File: src/rtl/pipelined_controller_if.sv
// pipelined_controller_if: decode inputs, pipeline control outputs and hazard selects of the RV32I controller.
interface pipelined_controller_if #(parameter int REGADDR_W = 5);
  logic [6:0] op_d;
  logic [2:0] funct3_d;
  logic funct7b5_d, funct7b0_d;
  logic [REGADDR_W-1:0] rs1_d, rs2_d, rd_d;
  logic Zero_e;
  logic [2:0] ImmSrc_d;
  logic illegal_d;
  logic ALUSrcA_e, ALUSrcB_e;
  logic [4:0] ALUControl_e;
  logic PCSrc_e, Jalr_e;
  logic [1:0] ForwardA_e, ForwardB_e;
  logic MemWrite_m;
  logic [1:0] Store_m;
  logic [2:0] Load_m;
  logic RegWrite_w;
  logic [1:0] ResultSrc_w;
  logic StallF, StallD, FlushD, FlushE;
  modport master (
    output op_d, funct3_d, funct7b5_d, funct7b0_d, rs1_d, rs2_d, rd_d, Zero_e,
    input ImmSrc_d, illegal_d, ALUSrcA_e, ALUSrcB_e, ALUControl_e, PCSrc_e, Jalr_e,
    ForwardA_e, ForwardB_e, MemWrite_m, Store_m, Load_m, RegWrite_w, ResultSrc_w,
    StallF, StallD, FlushD, FlushE
  );
  modport slave (
    input op_d, funct3_d, funct7b5_d, funct7b0_d, rs1_d, rs2_d, rd_d, Zero_e,
    output ImmSrc_d, illegal_d, ALUSrcA_e, ALUSrcB_e, ALUControl_e, PCSrc_e, Jalr_e,
    ForwardA_e, ForwardB_e, MemWrite_m, Store_m, Load_m, RegWrite_w, ResultSrc_w,
    StallF, StallD, FlushD, FlushE
  );
endinterface

File: src/rtl/pipelined_controller.sv
// pipelined_controller: RV32I decode, D/E/M/W control pipeline, branch resolve, stall/flush/forward.
// Define RV32M_EN to decode the RV32M multiply/divide group.
module pipelined_controller #(parameter int REGADDR_W = 5) (
  input logic clk,
  input logic reset,
  pipelined_controller_if.slave bus
);
  typedef struct packed {
    logic reg_write;
    logic mem_write;
    logic branch;
    logic jump;
    logic jalr;
    logic src_a;
    logic src_b;
    logic [1:0] result_src;
    logic [4:0] alu_ctl;
    logic [2:0] funct3;
  } ctrl_t;
  ctrl_t dec, ctrl_e_d, ctrl_e_q;
  logic [REGADDR_W-1:0] rs1_e_q, rs2_e_q, rd_e_q, rd_m_q, rd_w_q;
  logic reg_write_m_q, mem_write_m_q, reg_write_w_q;
  logic [1:0] result_src_m_q, result_src_w_q;
  logic [2:0] funct3_m_q, f3;
  logic [4:0] alu_op;
  logic illegal, r_base, lw_stall, taken, pc_src, flush_e;
  function automatic logic [1:0] fwd(input logic [REGADDR_W-1:0] rs, input logic we_m,
      input logic [REGADDR_W-1:0] rd_m, input logic we_w, input logic [REGADDR_W-1:0] rd_w);
    return (we_m && rd_m != '0 && rd_m == rs) ? 2'b10 :
           (we_w && rd_w != '0 && rd_w == rs) ? 2'b01 : 2'b00;
  endfunction
  assign f3 = bus.funct3_d;
  assign alu_op = f3 == 3'b001 ? 5'b00111 : f3 == 3'b010 ? 5'b00101 : f3 == 3'b011 ? 5'b00110 :
                  f3 == 3'b100 ? 5'b00100 : f3 == 3'b101 ? (bus.funct7b5_d ? 5'b01001 : 5'b01000) :
                  f3 == 3'b110 ? 5'b00011 : f3 == 3'b111 ? 5'b00010 : 5'b00000;
  // funct7b5 is only a legal R-type modifier on add/sub and srl/sra
  assign r_base = ~bus.funct7b0_d & (~bus.funct7b5_d | f3 == 3'b000 | f3 == 3'b101);
  always_comb begin
    dec = '0;
    illegal = 1'b0;
    bus.ImmSrc_d = 3'b000;
    dec.funct3 = f3;
    case (bus.op_d)
      7'b0000011: begin
        dec.reg_write = 1'b1;
        dec.src_b = 1'b1;
        dec.result_src = 2'b01;
        illegal = f3 == 3'b011 || f3[2:1] == 2'b11;
      end
      7'b0010011: begin
        dec.reg_write = 1'b1;
        dec.src_b = 1'b1;
        dec.alu_ctl = alu_op;
        illegal = f3 == 3'b001 && bus.funct7b5_d;
      end
      7'b0010111: begin
        dec.reg_write = 1'b1;
        dec.src_a = 1'b1;
        dec.src_b = 1'b1;
        bus.ImmSrc_d = 3'b011;
      end
      7'b0100011: begin
        dec.mem_write = 1'b1;
        dec.src_b = 1'b1;
        bus.ImmSrc_d = 3'b001;
        illegal = f3[2] | (f3[1] & f3[0]);
      end
      7'b0110011: begin
        dec.reg_write = 1'b1;
        dec.alu_ctl = (f3 == 3'b000 && bus.funct7b5_d) ? 5'b00001 : alu_op;
        illegal = ~r_base;
`ifdef RV32M_EN
        if (bus.funct7b0_d && !bus.funct7b5_d) begin
          dec.alu_ctl = {2'b10, f3};
          illegal = 1'b0;
        end
`endif
      end
      7'b0110111: begin
        dec.reg_write = 1'b1;
        dec.result_src = 2'b11;
        bus.ImmSrc_d = 3'b011;
      end
      7'b1100011: begin
        dec.branch = 1'b1;
        dec.alu_ctl = f3[2] ? (f3[1] ? 5'b00110 : 5'b00101) : 5'b00001;
        bus.ImmSrc_d = 3'b010;
        illegal = f3[2:1] == 2'b01;
      end
      7'b1100111: begin
        dec.reg_write = 1'b1;
        dec.jump = 1'b1;
        dec.jalr = 1'b1;
        dec.src_b = 1'b1;
        dec.result_src = 2'b10;
        illegal = f3 != 3'b000;
      end
      7'b1101111: begin
        dec.reg_write = 1'b1;
        dec.jump = 1'b1;
        dec.src_a = 1'b1;
        dec.src_b = 1'b1;
        dec.result_src = 2'b10;
        bus.ImmSrc_d = 3'b100;
      end
      default: illegal = 1'b1;
    endcase
    if (illegal) dec = '0;
  end
  assign lw_stall = ctrl_e_q.result_src == 2'b01 && ctrl_e_q.reg_write && rd_e_q != '0 &&
                    (rd_e_q == bus.rs1_d || rd_e_q == bus.rs2_d);
  // beq/bge/bgeu take on Zero, bne/blt/bltu on !Zero
  assign taken = bus.Zero_e ^ ctrl_e_q.funct3[0] ^ ctrl_e_q.funct3[2];
  assign pc_src = (ctrl_e_q.branch & taken) | ctrl_e_q.jump;
  assign flush_e = lw_stall | pc_src;
  assign ctrl_e_d = flush_e ? '0 : dec;
  always_ff @(posedge clk) begin
    if (reset) begin
      ctrl_e_q <= '0;
      rs1_e_q <= '0;
      rs2_e_q <= '0;
      rd_e_q <= '0;
      reg_write_m_q <= 1'b0;
      mem_write_m_q <= 1'b0;
      result_src_m_q <= '0;
      funct3_m_q <= '0;
      rd_m_q <= '0;
      reg_write_w_q <= 1'b0;
      result_src_w_q <= '0;
      rd_w_q <= '0;
    end else begin
      ctrl_e_q <= ctrl_e_d;
      rs1_e_q <= flush_e ? '0 : bus.rs1_d;
      rs2_e_q <= flush_e ? '0 : bus.rs2_d;
      rd_e_q <= flush_e ? '0 : bus.rd_d;
      reg_write_m_q <= ctrl_e_q.reg_write;
      mem_write_m_q <= ctrl_e_q.mem_write;
      result_src_m_q <= ctrl_e_q.result_src;
      funct3_m_q <= ctrl_e_q.funct3;
      rd_m_q <= rd_e_q;
      reg_write_w_q <= reg_write_m_q;
      result_src_w_q <= result_src_m_q;
      rd_w_q <= rd_m_q;
    end
  end
  assign bus.illegal_d = illegal;
  assign bus.ALUSrcA_e = ctrl_e_q.src_a;
  assign bus.ALUSrcB_e = ctrl_e_q.src_b;
  assign bus.ALUControl_e = ctrl_e_q.alu_ctl;
  assign bus.PCSrc_e = pc_src;
  assign bus.Jalr_e = ctrl_e_q.jalr;
  assign bus.ForwardA_e = fwd(rs1_e_q, reg_write_m_q, rd_m_q, reg_write_w_q, rd_w_q);
  assign bus.ForwardB_e = fwd(rs2_e_q, reg_write_m_q, rd_m_q, reg_write_w_q, rd_w_q);
  assign bus.MemWrite_m = mem_write_m_q;
  assign bus.Store_m = funct3_m_q[1:0];
  assign bus.Load_m = funct3_m_q;
  assign bus.RegWrite_w = reg_write_w_q;
  assign bus.ResultSrc_w = result_src_w_q;
  assign bus.StallF = lw_stall;
  assign bus.StallD = lw_stall;
  assign bus.FlushD = pc_src;
  assign bus.FlushE = flush_e;
endmodule

File: src/flat_wrapper.sv
// flat-port wrapper written by rule: the top's interface ports become plain ports
module pipelined_controller_flat 
#(parameter int REGADDR_W = 5)
  (clk, reset, bus_op_d, bus_funct3_d, bus_funct7b5_d, bus_funct7b0_d, bus_rs1_d, bus_rs2_d, bus_rd_d, bus_Zero_e, bus_ImmSrc_d, bus_illegal_d, bus_ALUSrcA_e, bus_ALUSrcB_e, bus_ALUControl_e, bus_PCSrc_e, bus_Jalr_e, bus_ForwardA_e, bus_ForwardB_e, bus_MemWrite_m, bus_Store_m, bus_Load_m, bus_RegWrite_w, bus_ResultSrc_w, bus_StallF, bus_StallD, bus_FlushD, bus_FlushE);
  pipelined_controller_if #(.REGADDR_W(REGADDR_W)) bus_i ();
  input logic clk;
  input logic reset;
  input wire logic [$bits(bus_i.op_d)-1:0] bus_op_d;
  input wire logic [$bits(bus_i.funct3_d)-1:0] bus_funct3_d;
  input wire logic [$bits(bus_i.funct7b5_d)-1:0] bus_funct7b5_d;
  input wire logic [$bits(bus_i.funct7b0_d)-1:0] bus_funct7b0_d;
  input wire logic [$bits(bus_i.rs1_d)-1:0] bus_rs1_d;
  input wire logic [$bits(bus_i.rs2_d)-1:0] bus_rs2_d;
  input wire logic [$bits(bus_i.rd_d)-1:0] bus_rd_d;
  input wire logic [$bits(bus_i.Zero_e)-1:0] bus_Zero_e;
  output wire logic [$bits(bus_i.ImmSrc_d)-1:0] bus_ImmSrc_d;
  output wire logic [$bits(bus_i.illegal_d)-1:0] bus_illegal_d;
  output wire logic [$bits(bus_i.ALUSrcA_e)-1:0] bus_ALUSrcA_e;
  output wire logic [$bits(bus_i.ALUSrcB_e)-1:0] bus_ALUSrcB_e;
  output wire logic [$bits(bus_i.ALUControl_e)-1:0] bus_ALUControl_e;
  output wire logic [$bits(bus_i.PCSrc_e)-1:0] bus_PCSrc_e;
  output wire logic [$bits(bus_i.Jalr_e)-1:0] bus_Jalr_e;
  output wire logic [$bits(bus_i.ForwardA_e)-1:0] bus_ForwardA_e;
  output wire logic [$bits(bus_i.ForwardB_e)-1:0] bus_ForwardB_e;
  output wire logic [$bits(bus_i.MemWrite_m)-1:0] bus_MemWrite_m;
  output wire logic [$bits(bus_i.Store_m)-1:0] bus_Store_m;
  output wire logic [$bits(bus_i.Load_m)-1:0] bus_Load_m;
  output wire logic [$bits(bus_i.RegWrite_w)-1:0] bus_RegWrite_w;
  output wire logic [$bits(bus_i.ResultSrc_w)-1:0] bus_ResultSrc_w;
  output wire logic [$bits(bus_i.StallF)-1:0] bus_StallF;
  output wire logic [$bits(bus_i.StallD)-1:0] bus_StallD;
  output wire logic [$bits(bus_i.FlushD)-1:0] bus_FlushD;
  output wire logic [$bits(bus_i.FlushE)-1:0] bus_FlushE;
  assign bus_i.op_d = bus_op_d;
  assign bus_i.funct3_d = bus_funct3_d;
  assign bus_i.funct7b5_d = bus_funct7b5_d;
  assign bus_i.funct7b0_d = bus_funct7b0_d;
  assign bus_i.rs1_d = bus_rs1_d;
  assign bus_i.rs2_d = bus_rs2_d;
  assign bus_i.rd_d = bus_rd_d;
  assign bus_i.Zero_e = bus_Zero_e;
  assign bus_ImmSrc_d = bus_i.ImmSrc_d;
  assign bus_illegal_d = bus_i.illegal_d;
  assign bus_ALUSrcA_e = bus_i.ALUSrcA_e;
  assign bus_ALUSrcB_e = bus_i.ALUSrcB_e;
  assign bus_ALUControl_e = bus_i.ALUControl_e;
  assign bus_PCSrc_e = bus_i.PCSrc_e;
  assign bus_Jalr_e = bus_i.Jalr_e;
  assign bus_ForwardA_e = bus_i.ForwardA_e;
  assign bus_ForwardB_e = bus_i.ForwardB_e;
  assign bus_MemWrite_m = bus_i.MemWrite_m;
  assign bus_Store_m = bus_i.Store_m;
  assign bus_Load_m = bus_i.Load_m;
  assign bus_RegWrite_w = bus_i.RegWrite_w;
  assign bus_ResultSrc_w = bus_i.ResultSrc_w;
  assign bus_StallF = bus_i.StallF;
  assign bus_StallD = bus_i.StallD;
  assign bus_FlushD = bus_i.FlushD;
  assign bus_FlushE = bus_i.FlushE;
  pipelined_controller #(.REGADDR_W(REGADDR_W)) u_core (.clk(clk), .reset(reset), .bus(bus_i));
endmodule
File: config.mk
export PLATFORM = sky130hd
export DESIGN_NAME = pipelined_controller_flat
export DESIGN_NICKNAME = d
export VERILOG_FILES = /design/src/rtl/pipelined_controller_if.sv /design/src/rtl/pipelined_controller.sv /design/src/flat_wrapper.sv
export SDC_FILE = /design/constraint.sdc
export NUM_CORES = 1
export LEC_CHECK = 0
export CAP_MARGIN = 20
export CORE_MARGIN = 3
export CORE_UTILIZATION = 35
export CTS_CLUSTER_SIZE = 24
export DETAILED_ROUTE_END_ITERATION = 10
export DONT_BUFFER_PORTS = 1
export HOLD_SLACK_MARGIN = 0.1
export SLEW_MARGIN = 20
export SYNTH_ARGS = -nofsm -noshare
export SYNTH_HDL_FRONTEND = slang
export SYNTH_SLANG_ARGS = --single-unit
File: constraint.sdc
create_clock -name clk -period 4.8 [get_ports clk]
set_input_delay 0 -clock clk [delete_from_list [all_inputs] [get_ports clk]]
set_output_delay 0 -clock clk [all_outputs]
set_load 0.02 [all_outputs]
==> results of run 1 <==
## routing by layer
| layer | up-vias | share of wire |
|---|---|---|
| met4 | 0 | 0.019 |
| li1 | 865 | - |
| met2 | 46 | 0.49 |
| met1 | 780 | 0.42 |
| met5 | - | 0 |
| met3 | 8 | 0.062 |
## cell families after synthesis
kind of cell / count (synthesis)
AOI/OAI and AO/OA: 32
other: 1
xor gates and xnor gates: 33
DFF: 51
and+or+nand+nor: 101
buffers and inverters: 25
muxes: 1
## worst register-to-register path, delay by kind of cell (launching register included)
kind | cells | cell delay, ps
XOR/XNOR | 2 | 300
flip-flops | 1 | 330
buffers and inverters | 1 | 580
AO/OA/AOI/OAI | 3 | 1140
## layout by cell type, fill, tap and decap left out, types with 3 or more instances in the layout
| master | n |
|---|---|
| nor2_1 | 4 |
| nor2b_1 | 21 |
| and2_1 | 16 |
| a21oi_1 | 8 |
| xnor2_1 | 19 |
| nand2_1 | 9 |
| inv_1 | 4 |
| nor4_1 | 7 |
| nor3_1 | 6 |
| nor3_2 | 9 |
| o21ai_0 | 7 |
| a211oi_1 | 3 |
| dfxtp_1 | 51 |
| xor2_1 | 14 |
| o21bai_1 | 3 |
| clkbuf_8 | 5 |
| nand3_1 | 7 |
| dlygate4sd3_1 | 34 |
| nor4b_1 | 3 |
| or4_1 | 5 |
## worst max-delay path by stage
stage	start	end	depth (start not counted)
2_1_floorplan	u_core.rd_m_q[4]	bus_ForwardA_e[0]	4
3_3_place_gp	u_core.ctrl_e_q[2]	u_core.rs1_e_q[2]	5
3_5_place_dp	u_core.rd_m_q[4]	bus_ForwardB_e[0]	4
4_1_cts	bus_op_d[5]	u_core.bus.ALUControl_e[2]	7
5_1_grt	bus_op_d[5]	u_core.bus.ALUControl_e[2]	7
6_report	bus_op_d[5]	u_core.bus.ALUControl_e[2]	7
## per-stage QoR
stage                      util  std cells
final                     0.431        342
after global routing      0.431        342
after CTS                 0.431        342
after detailed placement  0.364        300
after global placement    0.363        300
after floorplan               -        244
## area by class of cell
type,count,area share
clock buffer,5,0.0247
clock inverter,3,0.00988
timing repair buffer,34,0.122
multi-input combinational,168,0.437
inverter,4,0.00539
sequential,51,0.366
tap,77,0.0346
## what timing repair did
action / in CTS / in global routing
gates resized for setup: 0 / 0
hold buffers: 34 / 0
endpoints found under the hold margin: 53 / 0
## where the power goes
part	internal (mW)	leakage, nW	switching, mW
Clock	0.107	0.0463	0.145
Combinational	0.0472	0.566	0.0410
Sequential	0.433	0.416	0.0120
Total	0.588	1.03	0.198
## sequential cells by signal, summed over array words and instances (netlist names), 2 cells and up
register	flops
u_core.bus.Load_m	3
u_core.rs2_e_q	5
u_core.rd_e_q	5
u_core.ctrl_e_q	9
u_core.rd_m_q	5
u_core.rd_w_q	5
u_core.result_src_m_q	2
u_core.bus.ALUControl_e	4
u_core.rs1_e_q	5
u_core.bus.ResultSrc_w	2
==> reports/results.tsv, run 1 <==
stage	metric	value	unit
pwr	Power Dens Cells	282	nW/um^2
sta	Tmin final	2620	ps
critical_path	flop-to-flop setup slack	2340	ps
min_path	hold crit path type	primary input to register	
sta	Fin Hold WS	115	ps
floorplanning	Starting Density	0.369	
cts	CTS H-tree depth	2	
detailed_routing	Via density	4.97	
critical_path	worst-path fanout max	6	
synthesis	Primary FF master, synth	dfxtp_1	
critical_path	CP required	5050	ps
placement	Final Wtd Congestion	0.789	
floorplanning	die width	88.5	um
critical_path	CP Cell Sequence	dlygate4sd3_1 -> nand3b_4 -> nor4_1 -> nand2_1 -> dlygate4sd3_1 -> a211oi_1 -> dlygate4sd3_1	
critical_path	Worst Setup End Kind	register	
floorplanning	Core ar.	6460	um^2
synthesis	largest area contributor in the netlist	dfxtp_1	
sta	final hold vios	0	
sta	Slew @ Worst Pin	1080	ps
grt	antenna violations before repair	0	
detailed_routing	DRT iter0 DRCs	57	
critical_path	Crit-path slowest cell	dlygate4sd3_1	
synthesis	syn nets	274	
synthesis	synth cell count leaders	dfxtp_1, nor2b_1, xnor2_1, and2_1, xor2_1	
cts	CTS Buffer Depth	2	
critical_path	Setup Crit Path Kind	primary input to register	
job	Max-Cap Viols	0	
cts	CTS root buf	clkbuf_8	
detailed_routing	DRT antenna net count	0	
synthesis	Yosys top cell area share	0.429	
grt	M2 GR Usage	0.224	
final_layout	Area Overhead vs Synth	17.0	%
synthesis	Post-Syn Instances	244	
synthesis	sequential fraction of the synthesis area	0.429	
critical_path	Startpoint Class	primary input	
synthesis	multiplexer share of the synthesized area	0.00473	
synthesis	ys async rst share	0	
floorplanning	I/O pin total	60	
final_layout	Antenna Cells	0	
final_layout	# fillers	622	
synthesis	number of synthesized register bits	51	
grt	met3 Track Usage GR	0.0400	
min_path	WHS Path Cells	3	
sta	Max Freq	382	MHz
sta	max-slew violations	0	
cts	Clk Latency, worst-skew pair	310	ps
status	outcome	complete, no violations	
synthesis	Post-Syn Area per Cell	9.76	um^2
synthesis	synthesized-area fraction occupied by adder cells	0	
grt	largest net degree at the start of global routing	22	
synthesis	Mapped Area	2380	um^2
grt	met1 usage	0.161	
synthesis	most common cell in the netlist	dfxtp_1	
sta	Tcrit/Tclk final	0.545	
final_layout	fin area	2790	um^2
floorplanning	Die Span Y	88.5	um
detailed_routing	total iterations of the first detailed-routing run	4	
cts	CTS sink cnt	51	
synthesis	Ys Warns	0	
placement	Final HPWL DP	3540	um
synthesis	post-synthesis compound-gate area fraction	0.100	
grt	first-pass GRT wire length	8110	um
sta	Post-Route Setup TNS	0	ps
pwr	Max VDD drop	0.138	mV
sta	Slew Limit Headroom	0.273	
floorplanning	Die Area	7830	um^2
sta	Worst Skew	11.7	ps
grt	total global routing overflow	0	
synthesis	Synth area leaders	dfxtp_1, xnor2_1, nor2b_1	
critical_path	largest stage delay on the critical path	710	ps
detailed_routing	overall via count from detail_route	1699	
detailed_routing	wire per inst	14.9	um
synthesis	largest family of logic cells by synthesized area	simple AND/OR/NAND/NOR gates	
min_path	hold-critical path endpoint	u_core.ctrl_e_q[8]	
min_path	worst hold start	bus_op_d[5]	
synthesis	XOR/XNOR Fraction of Synth Area	0.121	
critical_path	Critical Path AT	2870	ps
cts	Post-CTS Setup Bufs	0	
grt	GR peak layer	met2	
synthesis	number of synthesized flops with an enable pin	0	
synthesis	count of cell types in the netlist	46	
critical_path	Crit Reg-Reg Endpoint	u_core.bus.ALUControl_e[2]	
sta	RSZ-0062 raised after global routing	no	
detailed_routing	DR DRC count	0	
cts	CTS tree	built	
final_layout	share of cells above drive strength 1	0.0943	
grt	vias in the first global route	1733	
critical_path	WP buf/inv	3	
placement	DP Worst Slack	2720	ps
placement	Placement Cell Area	2350	um^2
critical_path	worst reg2reg startpoint	u_core.ctrl_e_q[2]	
critical_path	delay-heaviest family, CP	buffers and inverters	
final_layout	final net count	294	
critical_path	most used cell, CP	dlygate4sd3_1	
cts	clock buffer count from CTS	5	
critical_path	Reg2Reg Depth	6	
placement	Port Buffers	0	
final_layout	multi-input logic area	1220	um^2
cts	clock-pin slew on the worst setup and hold paths	90	ps
sta	Setup violations, final	0	
synthesis	Synth Area in Simple Gates	0.281	
sta	final worst slack	2180	ps
pwr	leak pwr	1.03	nW
final_layout	Sequential Area	1020	um^2
pwr	Final Power	0.786	mW
grt	GRT Overall Usage	0.134	
detailed_routing	DRT Wirelength	5110	um
floorplanning	number of core rows	29	
Power figures use the tool's default switching activity.
==> run 2: changes to the inputs <==
clock period = 2.1 ns   (was 4.8 ns; I/O delays follow)
==> run 2 against run 1 <==
  * Die area unchanged
  * Critical endpoint is now bus_ForwardA_e[0]
  * Non-clock buffer count increased by 13
  * Utilization increased by 1.7 points
  * Highest routed layer unchanged
  * Worst setup slack got worse by 2100 ps
  * Sequential share of layout area decreased by 1.4 points
  * Clock power increased by 130%
  * Register-to-register slack got worse by 2000 ps
==> reports/results.tsv, run 2 (same netlist as run 1, synthesis figures left out) <==
stage	metric	value	unit	change
cts	CTS sink cnt	51		unchanged
detailed_routing	DR DRC count	0		unchanged
cts	clock buffer count from CTS	5		unchanged
critical_path	crit path launch	u_core.rd_m_q[4]		
detailed_routing	total iterations of the first detailed-routing run	4		unchanged
sta	Max Freq	487	MHz	
critical_path	Startpoint Class	register		
grt	first-pass GRT wire length	8290	um	+2.1%
placement	Final HPWL DP	3510	um	-0.97%
critical_path	WP buf/inv	1		-2
grt	GRT Overall Usage	0.135		+0.00107
detailed_routing	wire per inst	14.5	um	-2.8%
detailed_routing	Via density	4.90		-1.4%
job	Max-Cap Viols	0		unchanged
critical_path	Critical Path AT	2050	ps	-820 ps
detailed_routing	met3 wire length	263	um	-17%
critical_path	largest stage delay on the critical path	570	ps	-140 ps
grt	largest net degree at the start of global routing	23		+4.5%
min_path	hold crit path type	primary input to register		
floorplanning	number of core rows	29		unchanged
cts	Clk Latency, worst-skew pair	300	ps	about the same
placement	Port Buffers	0		unchanged
detailed_routing	met2 wire len	2600	um	+2.9%
min_path	WHS Path Cells	3		unchanged
sta	Slew Limit Headroom	0.500		+0.227
sta	Tcrit/Tclk final	0.978		
final_layout	final net count	307		+4.4%
final_layout	final core occ	0.448		+0.0170
cts	clock-pin slew on the worst setup and hold paths	90	ps	about the same
critical_path	WP depth	5		-2
detailed_routing	overall via count from detail_route	1739		+2.4%
final_layout	most common cell after layout, fill and taps aside	dfxtp_1		
placement	Final Wtd Congestion	0.807		+2.3%
pwr	Power Dens Cells	622	nW/um^2	+120%
critical_path	Worst Setup End Kind	output pin		
sta	Post-Route Setup TNS	0	ps	unchanged
final_layout	fin area	2900	um^2	+4.0%
detailed_routing	max layer used	met4		
critical_path	worst reg2reg startpoint	u_core.rd_e_q[0]		
final_layout	Biggest register	u_core.ctrl_e_q		
floorplanning	Die Area	7830	um^2	unchanged
sta	max-slew violations	0		unchanged
cts	CTS root buf	clkbuf_8		
critical_path	flop-to-flop setup slack	370	ps	-1970 ps
pwr	leak pwr	1.09	nW	+5.7%
sta	Fin Hold WS	93.0	ps	-21.7 ps
final_layout	Antenna Cells	0		unchanged
floorplanning	Starting Density	0.369		unchanged
critical_path	CP Cell Sequence	or4_1 -> o21ai_2 -> nor4_2 -> nor4_1 -> buf_4		
detailed_routing	DRT antenna net count	0		unchanged
placement	Placement Cell Area	2410	um^2	+2.7%
detailed_routing	DRT Wirelength	5160	um	+0.88%
sta	Setup violations, final	0		unchanged
final_layout	Area Overhead vs Synth	21.7	%	
sta	Slew @ Worst Pin	748	ps	-333 ps
cts	CTS tree	built		
detailed_routing	M1 WL	2180	um	+0.65%
cts	CTS H-tree depth	2		unchanged
floorplanning	I/O pin total	60		unchanged
floorplanning	die width	88.5	um	unchanged
critical_path	Reg2Reg Depth	5		-1
pwr	Max VDD drop	0.325	mV	+140%
cts	CTS Buffer Depth	2		unchanged
grt	antenna violations before repair	0		unchanged
floorplanning	Die Span Y	88.5	um	unchanged
critical_path	CP required	2100	ps	-2950 ps
critical_path	delay-heaviest family, CP	simple AND/OR/NAND/NOR gates		
sta	Worst Skew	8.51	ps	-3.18 ps
critical_path	Crit Reg-Reg Endpoint	u_core.bus.ALUControl_e[2]		
critical_path	worst-path fanout max	4		-2
final_layout	share of cells above drive strength 1	0.144		+0.0495
final_layout	Largest register FFs	9		unchanged
final_layout	commonest cells after routing, fill and taps aside	dfxtp_1, dlygate4sd3_1, nor2b_1		
status	outcome	complete, no violations		
critical_path	crit path to	bus_ForwardA_e[0]		
sta	Tmin final	2050	ps	
sta	final hold vios	0		unchanged
grt	vias in the first global route	1764		+1.8%
grt	total global routing overflow	0		unchanged
sta	RSZ-0062 raised after global routing	yes		
critical_path	Setup Crit Path Kind	register to output pin		
critical_path	Crit-path slowest cell	or4_1		
detailed_routing	DRT iter0 DRCs	70		+23%
floorplanning	Core ar.	6460	um^2	unchanged
## run 2: how the worst min path moves through the flow
stage / from / endpoint / slack [ps]
after floorplan: bus_rd_d[0] / u_core.rd_e_q[0] / 120
after global placement: reset / u_core.bus.RegWrite_w / 80
after detailed placement: reset / u_core.rd_m_q[1] / 80
after CTS: bus_op_d[3] / u_core.bus.Jalr_e / 100
after global routing: bus_op_d[5] / u_core.ctrl_e_q[14] / 110
final: bus_op_d[5] / u_core.bus.ALUControl_e[0] / 90
## run 2: metrics by stage
stage	instances	setup WS, ps	power, mW
after floorplan	244	163	1.18
after global placement	309	248	1.18
after detailed placement	309	188	1.18
after CTS	350	42.0	1.82
after global routing	355	-76.3	1.89
final	355	45.2	1.80
## run 2: worst register-to-register path: stages, from the launching register on
cell,delay (ps)
dfxtp_1,370
nor3_1,240
a211oi_1,140
a211o_1,410
buf_4,220
a211oi_1,240
## run 2: report_power, final
part           internal (mW)  switching, mW  leakage (nW)
clock                  0.247          0.325        0.0502
combinational          0.116         0.0974         0.621
sequential             0.990         0.0274         0.416
## run 2: metal layers
| metal | up-vias | global-route usage |
|---|---|---|
| met3 | 10 | 0.0400 |
| met2 | 51 | 0.236 |
| li1 | 894 | - |
| met1 | 784 | 0.156 |
| met4 | 0 | 0.0508 |
| met5 | - | 0 |
## run 2: what timing repair did
item / 4_1_cts / 5_1_grt
cloned: 0 / 0
setup endpoints to repair: 2 / 3
setup buffers: 0 / 4
pin swaps: 0 / 2
gates resized for setup: 3 / 1
endpoints found under the hold margin: 52 / 5
hold buffers: 33 / 1
## run 2: layout make-up
cell class	count	area [um^2]
clock inverters	3	28.8
multi-input cells	168	1230
flip-flops and latches	51	1020
inverters	4	15.0
fillers	625	3560
well taps	77	96.3
clock buffers	5	68.8
repair buffers	47	438
==> run 3: changes to the inputs <==
SETUP_SLACK_MARGIN = 0.4   (was not set)
==> run 3 against run 2 <==
  * Fmax increased by 13%
  * Clock power fell by 1%
  * Clock skew rose by 2.1 ps
  * Worst setup slack better by 230 ps
  * Wire length up 12%
  * Register-to-register slack improved by 40 ps
  * Final area up 9.1%
  * Non-clock buffer count is 19 higher
  * Final cell count is 5.4% higher
  * Global-route usage rose by 1.3 points
==> reports/results.tsv, run 3 (same netlist as run 1, synthesis figures left out) <==
stage	metric	value	unit	change
detailed_routing	DR DRC count	0		unchanged
detailed_routing	Via density	5.00		+2.1%
floorplanning	Die Area	7830	um^2	unchanged
grt	total global routing overflow	0		unchanged
sta	RSZ-0062 raised after global routing	yes		
cts	CTS root buf	clkbuf_8		
sta	final hold vios	0		unchanged
placement	Final Wtd Congestion	0.822		+1.9%
detailed_routing	overall via count from detail_route	1870		+7.5%
final_layout	fin area	3160	um^2	+9.1%
cts	CTS H-tree depth	2		unchanged
grt	GRT Overall Usage	0.148		+0.0131
min_path	WHS Path Cells	4		+1
placement	Placement Cell Area	2440	um^2	+1.1%
pwr	Sw Ratio	0.254		+0.00449
floorplanning	Core ar.	6460	um^2	unchanged
sta	Worst Skew	10.6	ps	+2.08 ps
detailed_routing	DRT iter0 DRCs	88		+26%
sta	Max Freq	548	MHz	+13%
final_layout	Biggest register	u_core.ctrl_e_q		
cts	CTS Buffer Depth	2		unchanged
final_layout	final net count	326		+6.2%
pwr	combinational group share of total power	0.136		+0.018
placement	Final HPWL DP	3650	um	+4.0%
final_layout	Area Overhead vs Synth	32.7	%	
floorplanning	Starting Density	0.369		unchanged
sta	max-slew violations	0		unchanged
sta	Setup violations, final	0		unchanged
placement	Port Buffers	0		unchanged
sta	Tcrit/Tclk final	0.870		-0.109
pwr	sequential power share	0.556		-0.008
sta	Post-Route Setup TNS	0	ps	unchanged
floorplanning	Die Span Y	88.5	um	unchanged
status	outcome	complete, no violations		
grt	first-pass GRT wire length	9050	um	+9.2%
cts	CTS tree	built		
final_layout	Largest register FFs	9		unchanged
critical_path	CP required	2100	ps	about the same
detailed_routing	DRT antenna net count	0		unchanged
min_path	hold crit path type	primary input to register		
critical_path	worst-path fanout max	2		-2
floorplanning	number of core rows	29		unchanged
final_layout	commonest cells after routing, fill and taps aside	dlygate4sd3_1, dfxtp_1, buf_4		
sta	Slew @ Worst Pin	855	ps	+107 ps
critical_path	Reg2Reg Depth	7		+2
floorplanning	I/O pin total	60		unchanged
floorplanning	die width	88.5	um	unchanged
cts	Clk Latency, worst-skew pair	310	ps	about the same
sta	Tmin final	1830	ps	-229 ps
critical_path	Worst Setup End Kind	output pin		
pwr	leak pwr	1.21	nW	+11%
pwr	Max VDD drop	0.256	mV	-21%
pwr	Psw	0.467	mW	+3.6%
cts	clock buffer count from CTS	5		unchanged
detailed_routing	DRT Wirelength	5780	um	+12%
critical_path	Setup Crit Path Kind	register to output pin		
job	Max-Cap Viols	0		unchanged
pwr	Power Dens Cells	581	nW/um^2	-6.7%
detailed_routing	wire per inst	15.4	um	+6.4%
pwr	Clock Power Share	0.309		-0.008
critical_path	flop-to-flop setup slack	410	ps	+40 ps
grt	largest net degree at the start of global routing	23		unchanged
sta	Slew Limit Headroom	0.428		-0.0716
final_layout	share of cells above drive strength 1	0.242		+0.0985
final_layout	Antenna Cells	0		unchanged
critical_path	Startpoint Class	register		
grt	vias in the first global route	1911		+8.3%
cts	clock-pin slew on the worst setup and hold paths	100	ps	about the same
critical_path	Critical Path AT	1830	ps	-220 ps
detailed_routing	total iterations of the first detailed-routing run	4		unchanged
pwr	Int Power	1.37	mW	+1.2%
cts	CTS sink cnt	51		unchanged
grt	antenna violations before repair	0		unchanged
## run 3: repair_timing
item	in CTS	in global routing
endpoints found under the hold margin	52	1
setup endpoints to repair	14	20
setup buffers	2	10
pin swaps	5	7
hold buffers	40	2
cloned	0	1
gates resized for setup	15	15
## run 3: routing by layer
layer,GRT usage,up-vias,routed length (um)
met5,0,-,0
met1,0.172,873,2340
met3,0.0372,13,297
li1,-,929,-
met2,0.260,55,3000
met4,0.0591,0,142
## run 3: worst max-delay path: stages, from the launching register on
cell and delay [ps]:
dfxtp_2 340, or4_4 550, o21ai_4 210, nor4_4 110, nor4_2 140, buf_4 180
## run 3: power by group through the flow
stage          Sequential (mW)  Combinational, mW  Clock [mW]
2_1_floorplan             1.03              0.152           0
3_3_place_gp              1.04              0.146           0
3_5_place_dp              1.04              0.148           0
4_1_cts                   1.02              0.221       0.588
5_1_grt                   1.02              0.271       0.628
6_report                  1.02              0.249       0.566
## run 3: final cells by class
| cell class | instances | area [um^2] |
|---|---|---|
| Clock buffer | 5 | 68.8 |
| Clock inverter | 3 | 23.8 |
| Fill cell | 591 | 3300 |
| Inverter | 4 | 15.0 |
| Multi-Input combinational cell | 168 | 1310 |
| Sequential cell | 51 | 1030 |
| Tap cell | 77 | 96.3 |
| Timing Repair Buffer | 66 | 609 |
## run 3: path summary, 6_finish.rpt
kind                                      to                from
setup reg to reg           u_core.rs1_e_q[3]  u_core.ctrl_e_q[2]
hold / removal    u_core.bus.ALUControl_e[3]         bus_op_d[2]
setup / recovery           bus_ForwardB_e[0]    u_core.rd_m_q[4]
hold reg to reg         u_core.bus.Load_m[1]  u_core.ctrl_e_q[1]
## run 3: through the flow
stage          cells  power [mW]  utilization  hold slack, ps  worst slack [ps]
4_1_cts          361        1.83        0.465             107               250
3_3_place_gp     311        1.19        0.378            75.4               311
5_1_grt          374        1.92        0.489             120               202
6_report         374        1.84        0.489             108               274
2_1_floorplan    244        1.18            -             122               473
3_5_place_dp     311        1.19        0.378            75.6               231
